==> src/rtl/serial_sub_ctrl.sv <==
// serial_sub_ctrl: sequences one 1-bit full subtractor over WIDTH cycles, LSB first.
// Optional: define SERIAL_SUB_OVERFLOW_EN to add a signed overflow output.
module serial_sub_ctrl #(
  parameter int WIDTH = 8
) (
  input  logic             clk,
  input  logic             rst,
  input  logic             start,
  input  logic [WIDTH-1:0] a,
  input  logic [WIDTH-1:0] b,
  output logic             busy,
  output logic             done,
  output logic [WIDTH-1:0] difference,
  output logic             borrow_out
`ifdef SERIAL_SUB_OVERFLOW_EN
  ,
  output logic             overflow
`endif
);

  localparam int CW = $clog2(WIDTH);
  localparam logic [CW-1:0] LAST = CW'(WIDTH - 1);

  typedef enum logic [1:0] {
    IDLE = 2'd0,
    RUN  = 2'd1,
    DONE = 2'd2
  } state_e;

  state_e           state_q, state_d;
  logic [WIDTH-1:0] a_sr_q, a_sr_d;
  logic [WIDTH-1:0] b_sr_q, b_sr_d;
  logic [WIDTH-2:0] res_q, res_d;
  logic [CW-1:0]    cnt_q, cnt_d;
  logic             bor_q, bor_d;
  logic [WIDTH-1:0] diff_q, diff_d;
  logic             bout_q, bout_d;

  logic             m, s, cell_d, cell_b;
  logic [WIDTH-1:0] full;
  logic             last;

`ifdef SERIAL_SUB_OVERFLOW_EN
  logic a_msb_q, a_msb_d;
  logic b_msb_q, b_msb_d;
  logic ovf_q, ovf_d;
`endif

  assign last = (cnt_q == LAST);

  // The shared subtractor cell plus the result word with the new bit on top
  always_comb begin
    m      = a_sr_q[0];
    s      = b_sr_q[0];
    cell_d = m ^ s ^ bor_q;
    cell_b = (~m & s) | (~(m ^ s) & bor_q);
    full   = {cell_d, res_q};
  end

  // State register
  always_ff @(posedge clk or posedge rst) begin
    if (rst) state_q <= IDLE;
    else     state_q <= state_d;
  end

  // Next-state logic
  always_comb begin
    state_d = state_q;
    case (state_q)
      IDLE:    if (start) state_d = RUN;
      RUN:     if (last)  state_d = DONE;
      DONE:    state_d = IDLE;
      default: state_d = IDLE;
    endcase
  end

  // Handshake outputs decoded from state
  always_comb begin
    busy = (state_q == RUN);
    done = (state_q == DONE);
  end

  // Datapath next-state: capture, shift, borrow chain, completion load
  always_comb begin
    a_sr_d = a_sr_q;
    b_sr_d = b_sr_q;
    res_d  = res_q;
    cnt_d  = cnt_q;
    bor_d  = bor_q;
    diff_d = diff_q;
    bout_d = bout_q;
`ifdef SERIAL_SUB_OVERFLOW_EN
    a_msb_d = a_msb_q;
    b_msb_d = b_msb_q;
    ovf_d   = ovf_q;
`endif
    if (state_q == IDLE && start) begin
      a_sr_d = a;
      b_sr_d = b;
      res_d  = '0;
      cnt_d  = '0;
      bor_d  = 1'b0;
`ifdef SERIAL_SUB_OVERFLOW_EN
      a_msb_d = a[WIDTH-1];
      b_msb_d = b[WIDTH-1];
`endif
    end else if (state_q == RUN) begin
      a_sr_d = a_sr_q >> 1;
      b_sr_d = b_sr_q >> 1;
      res_d  = full[WIDTH-1:1];
      cnt_d  = cnt_q + CW'(1);
      bor_d  = cell_b;
      if (last) begin
        diff_d = full;
        bout_d = cell_b;
`ifdef SERIAL_SUB_OVERFLOW_EN
        ovf_d = (a_msb_q != b_msb_q) && (cell_d != a_msb_q);
`endif
      end
    end
  end

  // Datapath registers
  always_ff @(posedge clk or posedge rst) begin
    if (rst) begin
      a_sr_q <= '0;
      b_sr_q <= '0;
      res_q  <= '0;
      cnt_q  <= '0;
      bor_q  <= 1'b0;
      diff_q <= '0;
      bout_q <= 1'b0;
`ifdef SERIAL_SUB_OVERFLOW_EN
      a_msb_q <= 1'b0;
      b_msb_q <= 1'b0;
      ovf_q   <= 1'b0;
`endif
    end else begin
      a_sr_q <= a_sr_d;
      b_sr_q <= b_sr_d;
      res_q  <= res_d;
      cnt_q  <= cnt_d;
      bor_q  <= bor_d;
      diff_q <= diff_d;
      bout_q <= bout_d;
`ifdef SERIAL_SUB_OVERFLOW_EN
      a_msb_q <= a_msb_d;
      b_msb_q <= b_msb_d;
      ovf_q   <= ovf_d;
`endif
    end
  end

  assign difference = diff_q;
  assign borrow_out = bout_q;
`ifdef SERIAL_SUB_OVERFLOW_EN
  assign overflow = ovf_q;
`endif

endmodule
==> config.mk <==
export PLATFORM = sky130hd
export DESIGN_NAME = serial_sub_ctrl
export DESIGN_NICKNAME = d
export VERILOG_FILES = /design/src/rtl/serial_sub_ctrl.sv
export SDC_FILE = /design/constraint.sdc
export NUM_CORES = 1
export LEC_CHECK = 0
export BUFFER_PORTS_ARGS = -buffer_cell sky130_fd_sc_hd__buf_2
export CAP_MARGIN = 40
export CORE_MARGIN = 2
export CORE_UTILIZATION = 41
export CTS_BUF_LIST = sky130_fd_sc_hd__clkbuf_8
export CTS_CLUSTER_SIZE = 24
export DETAILED_ROUTE_END_ITERATION = 6
export PLACE_DENSITY = 0.71
export SETUP_SLACK_MARGIN = 0.02
export SYNTH_ARGS = -nofsm -noshare
export SYNTH_HDL_FRONTEND = slang
export SYNTH_SLANG_ARGS = --single-unit
export TNS_END_PERCENT = 50
==> constraint.sdc <==
create_clock -name clk -period 3.3 [get_ports clk]
set_input_delay 0.66 -clock clk [delete_from_list [all_inputs] [get_ports clk]]
set_output_delay 0.66 -clock clk [all_outputs]
set_load 0.1 [all_outputs]
After elaboration in Yosys (flattened, before gate mapping)
Cells that the tools add are included.
{"block": "classes", "add_sub_neg": 1, "n_eq_ne": 5, "n_mux": 13, "bitwise": 8, "n_reduce_logical": 5}
{"op": "$mux 8", "n": 4}
{"op": "$mux 7", "n": 2}
{"op": "$mux 3", "n": 2}
{"op": "$mux 2", "n": 2}
{"op": "$pmux 2 s2", "n": 1}
{"op": "$add 3x1->3 const B", "n": 1}
{"op": "$eq 3x3->1 const B", "n": 1}
{"op": "$not 1->1", "n": 3}
{"op": "$reduce_and 3->1", "n": 1}
{"op": "$and 1x1->1", "n": 2}
{"op": "$eq 2x1->1 const B", "n": 1}
{"op": "$eq 2x2->1 const B", "n": 1}
{"op": "$logic_not 2->1", "n": 1}
{"op": "$mux 1", "n": 2}
{"op": "$ne 2x1->1 const B", "n": 1}
{"op": "$ne 2x2->1 const B", "n": 1}
{"op": "$reduce_and 2->1", "n": 1}
{"op": "$reduce_bool 2->1", "n": 1}
{"op": "$xor 1x1->1", "n": 2}
{"op": "$logic_and 1x1->1", "n": 1}
{"op": "$or 1x1->1", "n": 1}
{"block": "totals", "ff_bits": 38, "input_bits": 19, "word_cells": 40}

Depth between registers and ports, before layout
{"block": "logic_depth", "depth_word": 6, "ltp_mapped": 5}

Worst setup path before layout
No wires, ideal clock.
{"block": "synth_timing", "path_type": "register -> output", "startpoint": "register state_q[1]", "endpoint": "output port done", "t_arrival_ns": 2.074, "t_required_ns": 2.640, "setup_slack_ns": 0.566, "path_stages_with_launch": 4, "cell_sequence": "dfrtp_1 > buf_2 > buf_4 > nor2b_1"}
{"block": "synth_between", "elab_chain_len": 1}
{"item": "start: declaration", "line": "30", "source": "state_e state_q, state_d;"}
{"item": "start signal: assignment", "line": "63", "source": "else state_q <= state_d;"}
{"item": "$eq 2x2->1", "line": "80", "source": "done = (state_q == DONE);"}
{"item": "end: declaration", "line": "12", "source": "output logic done,"}
No other way between the ends.

Worst setup path in the final report
{"block": "layout_timing", "startpoint": "register state_q[1]", "endpoint": "output port busy"}
{"block": "layout_between", "elab_chain_len": 1}
{"item": "$eq 2x1->1", "line": "79", "source": "busy = (state_q == RUN);"}
{"item": "end: declaration", "line": "11", "source": "output logic busy,"}
No other way between the ends.

==> impl_metrics.json <==
{
  "ys.warnings.count": 0,
  "wirelength_mm": 3.21,
  "pwr-share-clk_pct": 14.3,
  "critPathBufInv": 1,
  "place_congestion": 0.771,
  "postCtsHoldBufs": 0,
  "fin_crit_sh_pct": 69.2,
  "max_freq_mhz": 438,
  "ant_nets": 0,
  "num_vias": 1176,
  "clock_skew_ns": 0.00372,
  "path_clk_slew_ns": 0.07,
  "syn2layout_area_growth_pct": 15.1,
  "setup_tns_ns": 0,
  "synth_top_area_share_pct": 54.3,
  "rsz0062_at_grt": "no",
  "cp_max_fo": 13,
  "fin_util_pct": 49.7,
  "critical_path.top_delay_family": "buffers and inverters",
  "placedInstanceArea_um2": 1920,
  "p_int_uw": 1210,
  "root_buffer": "clkbuf_8",
  "ir_worst_vdd_uv": 358,
  "totalPowerFinal_uw": 2200,
  "drc": 0,
  "powerDensity_nw_per_um2": 1090,
  "num_rows": 23,
  "tightestPinTransition_ns": 0.702,
  "cpPeakStageDelay_ns": 0.51,
  "track_usage_pct": 14.5,
  "dp_hpwl_mm": 2.22,
  "ys_seq_area_share_pct": 54.3,
  "rr_startpoint": "state_q[1]",
  "status": "finished, final reports clean",
  "clock_latency_ns": 0.28,
  "report.final.slew_viol_count": 0,
  "netlist_area_um2": 1750,
  "clock_sinks": 38,
  "seqPwrFrac_pct": 36.1,
  "ys_ff_latch": 38,
  "grt-ovfl-total": 0,
  "grt_pass1_wl_mm": 5.71,
  "grt_max_degree": 33,
  "n_antenna_cell": 0,
  "design_area_um2": 2020,
  "leakagePower_uw": 0.000980,
  "coreArea_um2": 4060,
  "cts-buffers-inserted": 5,
  "syn_inst": 139,
  "max-slew-margin-rel_pct": 53.1,
  "cp-startpoint": "state_q[1]",
  "grt_pass1_vias": 1236,
  "worstPathCellList": "and2b_1, buf_2",
  "comb_power_share_pct": 49.6,
  "yosys-top-cells-area": "dfrtp_1, mux2_4, nor4b_1",
  "fin_crit_ns": 2.28,
  "die_w_um": 69.4,
  "cts_buffer_depth": 2,
  "final-hold-violation-count": 0,
  "cp.arrival_ns": 1.62,
  "power.switching_uw": 992,
  "ctsResizeCount": 0,
  "synthDistinctLibCells": 19,
  "htree_num_levels": 2,
  "synth_nets": 161,
  "nets": 189,
  "start_util_pct": 43.2,
  "swShare_pct": 45.2,
  "die_area_um2": 4810,
  "tritoncts": "built",
  "cap_violations": 0,
  "drt_pre_antenna_iters": 4,
  "antenna_found_initial": 0,
  "drt_iter0_markers": 50,
  "cp-end-kind": "primary output",
  "vias_per_cell": 5.39,
  "yosysTopAreaCell": "dfrtp_1",
  "cts_setup_buffers": 0,
  "fillers": 368,
  "syn_avg_cell_area_um2": 12.6,
  "setup_viol": 0,
  "required_ns": 2.64,
  "crit_slowest_cell": "buf_2",
  "io_buffer_count": 29,
  "worst-setup-path-type": "flop to primary output",
  "io_pins": 30,
  "die_y_um": 69.4,
  "layout-drive-gt1-share_pct": 29.8,
  "critPathLaunchType": "flop",
  "wl_per_cell_um": 14.7,
  "min_path_type": "primary input to asynchronous set/reset pin"
}
## placed cells by master (no fill, tap or decap)
cell	synthesis	routed
dfrtp_1	38	38
buf_4	2	3
a211oi_1	13	13
mux2_2	1	1
mux2_4	9	9
ha_1	2	2
inv_1	18	19
clkbuf_8	0	6
a22o_1	12	12
a21oi_1	1	1
nor2b_1	1	1
nor3b_1	14	14
o21bai_4	1	1
and2b_1	1	1
a221oi_1	1	1
fa_1	1	1
buf_2	7	29
clkinv_2	0	1
nor4b_1	14	14
nand3b_1	1	1
## worst register-to-register path, stage by stage (launching register included)
cell and delay (ns):
dfrtp_1 0.37, buf_4 0.23, nand3b_1 0.59, mux2_4 0.49
## stage by stage
step / setup slack (ns) / hold slack, ns / std cells
2_1_floorplan: 0.566 / 0.466 / 139
6_report: 1.02 / 0.486 / 218
3_5_place_dp: 1.32 / 0.489 / 210
5_1_grt: 0.904 / 0.531 / 218
4_1_cts: 1.02 / 0.507 / 218
3_3_place_gp: 1.34 / 0.485 / 210
## power groups by stage
stage / clock [µW] / sequential (µW) / combinational [µW]
floorplan: 0 / 1120 / 587
global placement: 0 / 791 / 1060
detailed placement: 0 / 804 / 1100
CTS: 328 / 796 / 1100
global route: 344 / 823 / 1190
finish: 315 / 793 / 1090
## synthesized netlist by cell type (all sizes together)
library cell and instances:
a221oi 1, buf 9, nand3b 1, nor2b 1, and2b 1, ha 2, clkbuf 2, a22o 12
a21oi 1, a211oi 13, dfrtp 38, inv 18, nor3b 14, fa 1, nor4b 14, mux2 10
o21bai 1
## final timing paths
check / cells past startpoint / slack (ns) / to
min in group clk: 1 / 0.50 / bor_q
min: 2 / 0.49 / borrow_out
max reg2reg: 3 / 1.51 / difference[4]
max: 2 / 1.02 / busy
min reg2reg: 1 / 0.50 / bor_q
max in group asynchronous: 3 / 2.10 / a_sr_q[6]
## cell type report
cell class | instances | area, µm² | area share [%]
Sequential cell | 38 | 951 | 47.2
Multi-Input combinational cell | 72 | 676 | 33.5
Timing Repair Buffer | 32 | 168 | 8.32
Clock buffer | 6 | 82.6 | 4.10
Inverter | 18 | 67.6 | 3.35
Tap cell | 50 | 62.6 | 3.10
Clock inverter | 2 | 8.76 | 0.435
## layer usage
layer,vias up,wire (µm),GRT usage (%)
met2,28,1500,23.3
met3,2,150,3.92
li1,556,-,-
met1,590,1550,19.7
met4,0,9,3.27
met5,-,0,0
## registers in the layout, indices dropped and copies added (netlist names)
| signal | count |
|---|---|
| res_q | 7 |
| a_sr_q | 8 |
| cnt_q | 3 |
| difference | 8 |
| borrow_out | 1 |
| state_q | 2 |
| b_sr_q | 8 |
| bor_q | 1 |
## cells by family (layout without fill, tap and decap cells)
family	Yosys count	after routing	synth area share (%)
flops	38	38	54.3
buf+inv	29	58	7.14
compound gates	28	28	13.4
mux	10	10	8.36
simple gates	31	31	14.2
fa+ha+maj	3	3	2.57
Note: power is estimated with default switching activity, not from simulation.
